$ cat config.mk
export PLATFORM = sky130hd
export DESIGN_NAME = pc_sequencer
export DESIGN_NICKNAME = d
export VERILOG_FILES = /design/src/rtl/pc_pkg.sv /design/src/rtl/pc_ras.sv /design/src/rtl/pc_sequencer.sv
export SDC_FILE = /design/constraint.sdc
export NUM_CORES = 1
export LEC_CHECK = 0
export CORE_UTILIZATION = 30
export CTS_CLUSTER_SIZE = 14
export DETAILED_ROUTE_END_ITERATION = 10
export HOLD_SLACK_MARGIN = 0.08
export PLACE_DENSITY = 0.67
export SLEW_MARGIN = 30
export SYNTH_ARGS = -nofsm -noshare
export SYNTH_HDL_FRONTEND = slang
export SYNTH_SLANG_ARGS = --single-unit
$ cat constraint.sdc
create_clock -name CLK -period 2.3 [get_ports CLK]
set_clock_uncertainty 0.15 [all_clocks]
set_input_delay 0.345 -clock CLK [delete_from_list [all_inputs] [get_ports CLK]]
set_output_delay 0.345 -clock CLK [all_outputs]
set_load 0.01 [all_outputs]
$ cat src/rtl/pc_pkg.sv
// pc_pkg: shared types and default constants for the program-counter sequencer.
//   pc_sel_e   : next-PC source select (hold / return / jump / branch / sequential)
//   pc_state_e : sequencer life-cycle state (reset / boot / run)
//   PC_*_DEF   : default parameter values for address width, increment,
//                reset vector and return-address stack depth
package pc_pkg;

  localparam int          PC_AW_DEF        = 32;
  localparam int          PC_INC_DEF       = 4;
  localparam logic [31:0] PC_RESET_VEC_DEF = 32'h0000_0000;
  localparam int          PC_RAS_DEPTH_DEF = 4;

  typedef enum logic [2:0] {
    SEL_HOLD = 3'd0,
    SEL_RET  = 3'd1,
    SEL_JMP  = 3'd2,
    SEL_BR   = 3'd3,
    SEL_SEQ  = 3'd4
  } pc_sel_e;

  typedef enum logic [1:0] {
    ST_RESET = 2'd0,
    ST_BOOT  = 2'd1,
    ST_RUN   = 2'd2
  } pc_state_e;

endpackage

$ cat src/rtl/pc_ras.sv
// pc_ras: circular return-address stack (LIFO) for the PC sequencer.
// A push onto a full stack overwrites the oldest entry and sets the sticky
// overflow flag; the entry count saturates at RAS_DEPTH. A simultaneous pop
// and push replaces the top entry in place (depth unchanged).
// Ports:
//   CLK, RST : clock, asynchronous active-high reset
//   push     : write din as the new top entry
//   pop      : remove the top entry (ignored while empty)
//   din      : address to push
//   top      : current top entry (undefined while empty)
//   empty    : registered, stack holds no entries
//   full     : registered, stack holds RAS_DEPTH entries
//   ovf      : registered sticky flag, a push happened while full
module pc_ras #(
  parameter int AW        = 32,
  parameter int RAS_DEPTH = 4
) (
  input  logic          CLK,
  input  logic          RST,
  input  logic          push,
  input  logic          pop,
  input  logic [AW-1:0] din,
  output logic [AW-1:0] top,
  output logic          empty,
  output logic          full,
  output logic          ovf
);

  localparam int PW = (RAS_DEPTH > 1) ? $clog2(RAS_DEPTH) : 1;
  localparam int CW = PW + 1;
  localparam logic [CW-1:0] DEPTH_C = CW'(RAS_DEPTH);

  logic [AW-1:0] mem_r [RAS_DEPTH];
  // ptr_r addresses the next free slot; the top entry sits just below it.
  // With a power-of-two depth the pointer wraps naturally, which is what
  // makes an overflowing push land on the oldest entry.
  logic [PW-1:0] ptr_r, ptr_nxt_s, top_idx_s, wr_idx_s;
  logic [CW-1:0] cnt_r, cnt_nxt_s;
  logic          empty_r, full_r, ovf_r;
  logic          wr_en_s, do_pop_s, ovf_set_s;

  assign top_idx_s = ptr_r - PW'(1);
  assign do_pop_s  = pop & ~empty_r;
  assign top       = mem_r[top_idx_s];
  assign empty     = empty_r;
  assign full      = full_r;
  assign ovf       = ovf_r;

  // Next pointer / count / write-slot selection for push, pop and pop+push
  always_comb begin
    ptr_nxt_s = ptr_r;
    cnt_nxt_s = cnt_r;
    wr_en_s   = 1'b0;
    wr_idx_s  = ptr_r;
    ovf_set_s = 1'b0;
    if (do_pop_s && push) begin
      // pop then push: overwrite the top in place
      wr_en_s  = 1'b1;
      wr_idx_s = top_idx_s;
    end else if (do_pop_s) begin
      ptr_nxt_s = top_idx_s;
      cnt_nxt_s = cnt_r - CW'(1);
    end else if (push) begin
      wr_en_s   = 1'b1;
      wr_idx_s  = ptr_r;
      ptr_nxt_s = ptr_r + PW'(1);
      if (full_r) begin
        cnt_nxt_s = cnt_r;
        ovf_set_s = 1'b1;
      end else begin
        cnt_nxt_s = cnt_r + CW'(1);
      end
    end else begin
      ptr_nxt_s = ptr_r;
    end
  end

  // Pointer, count and status flag registers
  always_ff @(posedge CLK or posedge RST) begin
    if (RST) begin
      ptr_r   <= PW'(0);
      cnt_r   <= CW'(0);
      empty_r <= 1'b1;
      full_r  <= 1'b0;
      ovf_r   <= 1'b0;
    end else begin
      ptr_r   <= ptr_nxt_s;
      cnt_r   <= cnt_nxt_s;
      empty_r <= (cnt_nxt_s == CW'(0));
      full_r  <= (cnt_nxt_s == DEPTH_C);
      ovf_r   <= ovf_r | ovf_set_s;
    end
  end

  // Stack storage; contents are undefined after reset and need no reset
  always_ff @(posedge CLK) begin
    if (wr_en_s) begin
      mem_r[wr_idx_s] <= din;
    end
  end

endmodule

$ cat src/rtl/pc_sequencer.sv
// pc_sequencer: program-counter sequencer at the head of the fetch stage.
// Holds the fetch address, advances it by INC each cycle and arbitrates
// stall / return / jump / branch redirects (in that priority).
// Optional feature macro: PC_RAS_EN -- when defined a hardware return-address
// stack (pc_ras) serves RET; when undefined RET acts as a jump to JMP_TARGET,
// RAS_EMPTY is tied to 1 and RAS_OVF to 0.
// Ports:
//   CLK, RST    : clock, asynchronous active-high reset
//   STALL       : hold PCO and all internal state
//   BR_TAKEN    : branch taken, redirect to BR_TARGET
//   JMP         : unconditional jump to JMP_TARGET
//   CALL        : qualifies JMP as a call, pushes PCO+INC
//   RET         : return to stack top (or JMP_TARGET if stack empty)
//   PCO         : registered fetch address
//   PC_NEXT     : combinational value PCO takes at the next non-stalled edge
//   PC_VALID    : PCO holds a fetchable address
//   RAS_EMPTY   : return stack empty
//   RAS_OVF     : sticky return stack overflow
module pc_sequencer
  import pc_pkg::*;
#(
  parameter int            AW        = PC_AW_DEF,
  parameter int            INC       = PC_INC_DEF,
  parameter logic [AW-1:0] RESET_VEC = AW'(PC_RESET_VEC_DEF),
  parameter int            RAS_DEPTH = PC_RAS_DEPTH_DEF
) (
  input  logic          CLK,
  input  logic          RST,
  input  logic          STALL,
  input  logic          BR_TAKEN,
  input  logic [AW-1:0] BR_TARGET,
  input  logic          JMP,
  input  logic [AW-1:0] JMP_TARGET,
  input  logic          CALL,
  input  logic          RET,
  output logic [AW-1:0] PCO,
  output logic [AW-1:0] PC_NEXT,
  output logic          PC_VALID,
  output logic          RAS_EMPTY,
  output logic          RAS_OVF
);

  pc_state_e     state_r, state_nxt_s;
  pc_sel_e       sel_s;
  logic [AW-1:0] pco_r, pc_seq_s, pc_next_s, ret_tgt_s;
  logic          valid_r, active_s;

  // The edge that leaves reset only boots: PCO must stay at RESET_VEC.
  assign active_s = (state_r != ST_RESET);
  // Wraps modulo 2^AW by construction.
  assign pc_seq_s = pco_r + AW'(INC);

`ifdef PC_RAS_EN
  logic          push_s, pop_s, ras_empty_s, ras_ovf_s, ras_full_unused_s;
  logic [AW-1:0] ras_top_s;

  assign push_s    = active_s & ~STALL & JMP & CALL;
  assign pop_s     = active_s & ~STALL & RET & ~ras_empty_s;
  assign ret_tgt_s = ras_empty_s ? JMP_TARGET : ras_top_s;

  pc_ras #(
    .AW        (AW),
    .RAS_DEPTH (RAS_DEPTH)
  ) u_ras (
    .CLK   (CLK),
    .RST   (RST),
    .push  (push_s),
    .pop   (pop_s),
    .din   (pc_seq_s),
    .top   (ras_top_s),
    .empty (ras_empty_s),
    .full  (ras_full_unused_s),
    .ovf   (ras_ovf_s)
  );

  assign RAS_EMPTY = ras_empty_s;
  assign RAS_OVF   = ras_ovf_s;
`else
  localparam int ras_depth_unused = RAS_DEPTH;
  logic call_unused_s;

  assign call_unused_s = CALL;
  assign ret_tgt_s     = JMP_TARGET;
  assign RAS_EMPTY     = 1'b1;
  assign RAS_OVF       = 1'b0;
`endif

  // Next-state logic: reset -> boot -> run, independent of STALL
  always_comb begin
    state_nxt_s = state_r;
    case (state_r)
      ST_RESET: state_nxt_s = ST_BOOT;
      ST_BOOT:  state_nxt_s = ST_RUN;
      ST_RUN:   state_nxt_s = ST_RUN;
      default:  state_nxt_s = ST_RESET;
    endcase
  end

  // Next-PC source priority: hold, return, jump, branch, sequential
  always_comb begin
    sel_s = SEL_SEQ;
    if (!active_s) begin
      sel_s = SEL_HOLD;
    end else if (STALL) begin
      sel_s = SEL_HOLD;
    end else if (RET) begin
      sel_s = SEL_RET;
    end else if (JMP) begin
      sel_s = SEL_JMP;
    end else if (BR_TAKEN) begin
      sel_s = SEL_BR;
    end else begin
      sel_s = SEL_SEQ;
    end
  end

  // Next-PC multiplexer; targets are used unmodified
  always_comb begin
    pc_next_s = pco_r;
    case (sel_s)
      SEL_HOLD: pc_next_s = pco_r;
      SEL_RET:  pc_next_s = ret_tgt_s;
      SEL_JMP:  pc_next_s = JMP_TARGET;
      SEL_BR:   pc_next_s = BR_TARGET;
      SEL_SEQ:  pc_next_s = pc_seq_s;
      default:  pc_next_s = pco_r;
    endcase
  end

  // State, fetch address and valid flag registers
  always_ff @(posedge CLK or posedge RST) begin
    if (RST) begin
      state_r <= ST_RESET;
      pco_r   <= RESET_VEC;
      valid_r <= 1'b0;
    end else begin
      state_r <= state_nxt_s;
      pco_r   <= pc_next_s;
      valid_r <= 1'b1;
    end
  end

  assign PCO      = pco_r;
  assign PC_NEXT  = pc_next_s;
  assign PC_VALID = valid_r;

endmodule

Word level (Yosys, flattened, before mapping)

Index checks and enable logic that the tools add are counted.

$mul: 0
Multiplexer cells: 7
Reduce and logical (&&, ||, !) cells: 4
Order comparisons: 0
Shifts and indexed selects: 0
Div/mod/pow operators: 0
Add/subtract/negate cells: 1
Equal/unequal tests: 6
Bitwise operators: 0

Operator list:

| kind                                                 | number |
|---|---|
| one-hot mux 32 bit (3 select lines)                  | 1 |
| adder 32 x 3 -> 32 bit (second input constant)       | 1 |
| 2-to-1 mux 3 bit                                     | 5 |
| equality test 3 x 2 -> 1 bit (second input constant) | 2 |
| one-hot mux 2 bit (2 select lines)                   | 1 |
| OR reduction 2 bit                                   | 2 |
| equality test 3 x 1 -> 1 bit (second input constant) | 1 |
| equality test 3 bit (second input constant)          | 1 |
| equality test 2 x 1 -> 1 bit (second input constant) | 1 |
| equality test 2 bit (second input constant)          | 1 |
| logical NOT 2 bit                                    | 1 |
| nonzero test 2 bit                                   | 1 |

Output and inout bits: 67
Latch bits: 0
Memories: 0
Word-level logic and storage cells: 21
Memory bits (writable): 0
Memory bits (read-only): 0
Register bits after elaboration: 35

Depth between registers and ports, before layout

Gate-level depths: netlist (run 1).

Depth in word-level cells: 8
Depth in mapped cells: 10
Depth with buffers taken out: 7

Worst setup path before layout (run 1)

OpenSTA, ideal clock, no wires.

Kind: flip-flop to output port
Start: reg state_r[0]
End: out PC_NEXT[9]
Buffers on the path: 3
Arrival: 2.050 ns
Required time: 1.805 ns
Setup slack: -0.245 ns
Stages on the path, launching flop included: 11
Cell sequence: dfrtp_1 > inv_1 > ha_1 > or2_2 > clkbuf_1 > or2_1 > buf_6 > buf_6 > nor4_1 > a211oi_1 > o21ai_0

Longest elaborated chain between the ends: 5
Elaborated cells on any way between the ends: 8
Classes of those cells: eq/ne (4); mux (2); reduce/logical (2)

Ends and longest elaborated chain:

| element                                                                      | RTL line            | text |
|---|---|---|
| start, declared                                                              | pc_sequencer.sv:43  | `pc_state_e state_r, state_nxt_s;` |
| start signal, assigned                                                       | pc_sequencer.sv:137 | `state_r <= state_nxt_s;` |
| nonzero test 2 bit (*)                                                       | pc_sequencer.sv:49  | `assign active_s = (state_r != ST_RESET);` |
| 2-to-1 mux 3 bit (*)                                                         | pc_sequencer.sv:102 | `if (!active_s) begin` |
| equality test 3 x 2 -> 1 bit or equality test 3 x 1 -> 1 bit (tied branches) | pc_sequencer.sv:120 | `case (sel_s)` |
| OR reduction 2 bit (no line)                                                 | -                   |  |
| one-hot mux 32 bit (3 select lines) (*)                                      | pc_sequencer.sv:120 |  |
| end, declared                                                                | pc_sequencer.sv:37  | `output logic [AW-1:0] PC_NEXT,` |

Every way passes the cells marked *; elsewhere a longest branch is shown, timed or not.

Final worst setup path (run 1)

Start: reg state_r[1]
End: out PC_NEXT[24]

The elaborated chain is that of the path after synthesis.

==> flow_metrics.py, run 1 <==
metrics = {
    "run_status": {
        "run_status": "complete, but fails checks",
        "violations": "setup timing",
    },
    "critical_path": {
        "path_max_fanout": 6,
        "worstSetupStartpointType": "flip-flop",
        "cp-end-kind": "primary output",
        "cp.arrival_ps": 2270,
        "path_class": "reg -> out",
        "worstPathRequired_ps": 1800,
    },
    "grt": {
        "grt_max_degree": 36,
        "overflow": 0,
        "grt_usage": 0.255,
        "grt_pass1_vias": 3654,
        "grt_pass1_wl_um": 17300,
        "antenna_found_initial": 0,
    },
    "yosys": {
        "synth_top_area_share": 0.345,
        "synth_top_family_by_area": "compound AO/OA/AOI/OAI gates",
        "ys_top_cells_by_area": "dfrtp_1 (35%), o21ai_0 (7.1%), nand2_1 (6.5%), a21oi_1 (5.3%), and3_1 (4.7%)",
        "synth_compound_area_frac": 0.286,
        "synthMuxAreaShare": 0.0118,
        "syn_area_sq_um": 2540,
        "yosys.area_share.xor_xnor": 0.00345,
        "ys_ff_latch": 35,
        "synth.distinct_cells": 51,
        "ys_async_sr_fraction": 1.00,
        "synth_common_cells": "nand2_1 (44), o21ai_0 (36), dfrtp_1 (35), a21oi_1 (27), and3_1 (19)",
        "synth_area_leader_cell": "dfrtp_1",
        "yosysWarnings": 0,
        "synthFlopType": "dfrtp_1",
        "synth_fa_ha_area_frac": 0.00987,
        "synthSimpleGateAreaFrac": 0.275,
        "netlist_instances": 322,
        "syn_avg_cell_area_sq_um": 7.88,
        "synth_most_common_cell": "nand2_1",
        "yosysSeqAreaShare": 0.345,
        "synth_edf_count": 0,
    },
    "routing": {
        "first_pass_iters": 4,
        "drt_iter0_drc": 133,
        "antenna_left": 0,
        "drc": 0,
        "routed_via_density": 5.49,
        "post_drt_wl_per_cell_um": 17.5,
        "via_count": 3753,
        "wl_um": 12000,
    },
    "power": {
        "power.density_nw_per_um2": 409,
        "peakVddDrop_v": 0.000248,
        "total_power_mw": 2.29,
        "leakage_nw": 2.55,
    },
    "die": {
        "die_h_um": 93.9,
        "num_rows": 33,
        "io_pins": 138,
        "core_sq_um": 8220,
        "start_util": 0.309,
        "fp.dieW_um": 93.9,
        "die_area_sq_um": 8830,
    },
    "layout": {
        "nFillCells": 643,
        "antennaDiodeCount": 0,
        "instances_no_fill": 684,
        "layout-drive-gt1-share": 0.439,
        "area_growth_pct": 121,
        "layout.nets": 652,
    },
    "sta": {
        "finalMaxSlewViolations": 0,
        "fin_ws_ps": -461,
        "rsz0062_at_grt": "yes",
        "timing.final.crit_share": 1.20,
        "final-hold-violation-count": 0,
        "period_needed_ps": 2760,
        "fmaxAchievable_ghz": 0.362,
        "finalSetupViolations": 29,
    },
    "clock_tree": {
        "clkSlewWorstSetupHoldPaths_ps": 80,
        "clockBufferDepth": 2,
        "htreeDepth": 2,
        "clk_latency_ps": 300,
        "cts_made_buffers": 5,
        "cts_tree": "yes",
        "clock-sinks": 35,
        "root_buffer": "clkbuf_8",
    },
    "place": {
        "place_inst": 616,
        "routabilityCongestion": 0.826,
        "io_buffer_count": 134,
        "hpwlAfterDp_um": 7580,
    },
    "run": {
        "drv_cap": 0,
    },
    "worst_hold_path": {
        "hold_class": "in -> async",
    },
}
-- area by class of cell --
class,instances,area [sq um],share of cell area
clock buffer,6,82.6,0.0147
clock inverter,1,5.00,0.000892
inverter,10,37.5,0.00669
multi-input combinational,253,1990,0.354
sequential,35,876,0.156
tap,105,131,0.0234
timing repair buffer,274,2490,0.444
-- final timing paths --
path,start,depth (start not counted),endpoint,slack [ps]
worst max register to register,state_r[1],17,PCO[7],-370
min in group CLK,state_r[0],2,state_r[1],420
worst max-delay path,state_r[1],10,PC_NEXT[24],-460
worst min register to register,state_r[0],2,state_r[1],420
max in group asynchronous,RST,3,PCO[21],1350
worst min-delay path,RST,3,PC_VALID,310
-- timing repair --
action	4_1_cts	5_1_grt
hold buffers	0	0
resized for setup	210	57
endpoints found under the setup margin	32	31
gates cloned	2	1
pin swaps	44	38
buffers inserted	40	20
-- where the power goes --
part           leakage [nW]  internal (mW)  switching [mW]
Combinational          2.08          0.591           0.494
Clock                0.0470          0.236           0.246
Sequential            0.423          0.680          0.0483
Total                  2.55           1.51           0.788
-- through the flow --
step,util,TNS [ps],hold WS [ps],worst slack (ps),instance area (sq um)
floorplan,-,0,349,2.46,2580
global placement,0.554,-25360,404,-914,4560
detailed placement,0.554,-26500,404,-967,4560
CTS,0.630,-8820,336,-428,5180
global route,0.683,-12530,373,-554,5610
finish,0.683,-10220,308,-461,5610
-- metal layers --
layer	global-route usage	part of all wire	vias up
met3	0.0583	0.069	46
met2	0.453	0.50	184
li1	-	-	1718
met4	0.113	0.036	0
met1	0.288	0.39	1805
met5	0	0	-
-- worst max-delay path, cell delays in order (launching register included) --
cell and delay, ps:
dfrtp_1 350, inv_2 50, ha_4 150, or2_4 240, or2_4 310, buf_12 150, buf_16 140, a41oi_2 150
o21ai_1 80, or3b_4 240, buf_6 100
-- sequential cells by signal (all words and copies together), names as in the netlist --
register / cells
PCO: 32
state_r: 2
PC_VALID: 1
-- cells by family after synthesis --
logic type,Yosys count
simple gates,129
compound gates,115
flops,35
buf+inv,35
mux,3
fa+ha+maj,2
other cells,2
xor+xnor,1
-- cell usage in the layout, fill, tap and decap left out, types with 4 or more instances in the layout --
master / Yosys / routed
dfrtp_1: 35 / 35
clkdlybuf4s50_1: 0 / 98
nor2_1: 15 / 11
o21ai_2: 0 / 9
buf_4: 3 / 105
buf_6: 3 / 26
nor2_4: 0 / 4
o21ai_1: 2 / 16
inv_1: 10 / 8
buf_2: 2 / 29
o22ai_2: 0 / 4
a22o_1: 8 / 8
o31a_1: 5 / 5
nor4_4: 1 / 6
nand4_1: 6 / 6
a31oi_1: 7 / 5
nand3_4: 0 / 4
and3_1: 19 / 19
o21ai_0: 36 / 12
a21oi_1: 27 / 18
a21oi_2: 0 / 8
nand2_1: 44 / 40
nand3_1: 16 / 11
clkbuf_8: 0 / 6
buf_12: 0 / 8
(Power assumes the default switching activity.)
==> run 2: changes to the inputs <==
--- a/config.mk
+++ b/config.mk
@@ -9,7 +9,6 @@
 export CTS_CLUSTER_SIZE = 14
 export DETAILED_ROUTE_END_ITERATION = 10
 export HOLD_SLACK_MARGIN = 0.08
-export PLACE_DENSITY = 0.67
 export SLEW_MARGIN = 30
 export SYNTH_ARGS = -nofsm -noshare
 export SYNTH_HDL_FRONTEND = slang
==> constraint.sdc (replaced) <==
create_clock -name CLK -period 3.15 [get_ports CLK]
set_clock_uncertainty 0.15 [all_clocks]
set_input_delay 0.4725 -clock CLK [delete_from_list [all_inputs] [get_ports CLK]]
set_output_delay 0.4725 -clock CLK [all_outputs]
set_load 0.01 [all_outputs]
==> run 2 against run 1 <==
Against the previous run: the flow now finishes without violations; sequential share of layout area is 4.1 points higher; setup slack better by 540 ps; largest cell class unchanged; cell count decreased by 13%; critical endpoint is now PC_NEXT[9]; non-clock buffer count is 92 lower.
==> flow_metrics.py, run 2 (synthesis gave the netlist of run 1 again) <==
metrics = {
    "sta": {
        "rsz0062_at_grt": "yes",
        "fmaxAchievable_ghz": 0.325,
        "finalSetupViolations": 0,
        "final-hold-violation-count": 0,
        "fin_ws_ps": 74.3,
        "setup_tns_ps": 0,
        "timing.final.crit_share": 0.976,
        "period_needed_ps": 3080,
        "finalMaxSlewViolations": 0,
    },
    "place": {
        "dpl-instance-area_sq_um": 4230,
        "io_buffer_count": 134,
        "dp_slack_ps": -382,
        "hpwlAfterDp_um": 6930,
        "routabilityCongestion": 0.797,
    },
    "die": {
        "core_sq_um": 8220,
        "io_pins": 138,
        "start_util": 0.309,
        "num_rows": 33,
        "die_h_um": 93.9,
        "fp.dieW_um": 93.9,
        "die_area_sq_um": 8830,
    },
    "layout": {
        "seq_area_sq_um": 878,
        "layout.nets": 560,
        "fin_area_sq_um": 4460,
        "nFillCells": 778,
        "final_common_cell": "clkdlybuf4s50_1",
        "antennaDiodeCount": 0,
        "layout-drive-gt1-share": 0.195,
        "fin_util": 0.543,
        "final_cell_mix": "clkdlybuf4s50_1 (106), nand2_1 (43), buf_4 (42)",
        "multi_input_area_sq_um": 1600,
        "largest_register_ffs": 32,
        "area_growth_pct": 76.0,
    },
    "critical_path": {
        "path_class": "in -> out",
        "regToRegSetupSlack_ps": 990,
        "reg2reg_depth": 9,
        "cp.arrival_ps": 2450,
        "rr_startpoint": "state_r[0]",
        "worstReg2RegEnd": "PCO[5]",
        "cp-end-kind": "primary output",
        "worstPathRequired_ps": 2530,
        "worstSetupStartpointType": "primary input",
        "path_max_fanout": 11,
    },
    "clock_tree": {
        "clkSlewWorstSetupHoldPaths_ps": 80,
        "root_buffer": "clkbuf_8",
        "clockBufferDepth": 2,
        "hold_buffers": 0,
        "clock-sinks": 35,
        "cts_tree": "yes",
        "clk_latency_ps": 300,
        "htreeDepth": 2,
        "cts_made_buffers": 5,
    },
    "routing": {
        "via_count": 3091,
        "routed_via_density": 5.21,
        "first_pass_iters": 4,
        "post_drt_wl_per_cell_um": 16.0,
        "drc": 0,
        "antenna_left": 0,
        "wl_um": 9510,
        "drt_iter0_drc": 126,
    },
    "power": {
        "peakVddDrop_v": 0.000159,
        "total_power_mw": 1.58,
        "power.density_nw_per_um2": 355,
        "leakage_nw": 1.91,
    },
    "grt": {
        "grt_pass1_vias": 2993,
        "grt_usage": 0.211,
        "grt_max_degree": 35,
        "antenna_found_initial": 0,
        "grt_pass1_wl_um": 14500,
        "overflow": 0,
    },
    "worst_hold_path": {
        "hold_class": "in -> async",
    },
    "run_status": {
        "run_status": "finished clean",
    },
    "run": {
        "drv_cap": 0,
    },
}
-- run 2: layout make-up --
| type | count | share of cell area |
|---|---|---|
| Clock buffer | 6 | 0.0185 |
| Clock inverter | 2 | 0.00785 |
| Inverter | 10 | 0.00841 |
| Multi-Input combinational cell | 253 | 0.359 |
| Sequential cell | 35 | 0.197 |
| Tap cell | 105 | 0.0294 |
| Timing Repair Buffer | 182 | 0.380 |
-- run 2: repair_timing --
action	in CTS	in global routing
resized for setup	49	46
endpoints found under the setup margin	28	23
pin swaps	3	7
gates cloned	0	1
buffers inserted	3	3
-- run 2: metal layers --
metal | part of all wire | track usage
met1 | 0.45 | 0.260
met2 | 0.49 | 0.373
met3 | 0.053 | 0.0453
met4 | 0.012 | 0.0513
met5 | 0 | 0
-- run 2: report_power, final --
part	total, mW	internal, mW	switching, mW
combinational	0.597	0.329	0.268
sequential	0.547	0.497	0.0501
clock	0.439	0.256	0.183
-- run 2: through the flow --
step / cells / hold WS (ps)
floorplan: 323 / 368
global placement: 578 / 378
detailed placement: 578 / 393
global route: 593 / 184
CTS: 589 / 182
finish: 593 / 184
-- run 2: worst max-delay path by stage --
stage | from | end | slack (ps)
floorplan | state_r[0] | PC_NEXT[9] | 480
finish | RET | PC_NEXT[9] | 70
CTS | PCO[19] | PC_NEXT[31] | -40
global placement | RET | PC_NEXT[29] | -340
global route | RET | PC_NEXT[9] | -50
detailed placement | RET | PC_NEXT[29] | -380
-- run 2: worst max-delay path, stage by stage --
cell and delay, ps:
clkdlybuf4s50_1 430, or3_4 410, or2_1 240, buf_4 190, nor4_2 170, a211oi_1 70, o21ai_1 160, dlygate4sd2_1 300
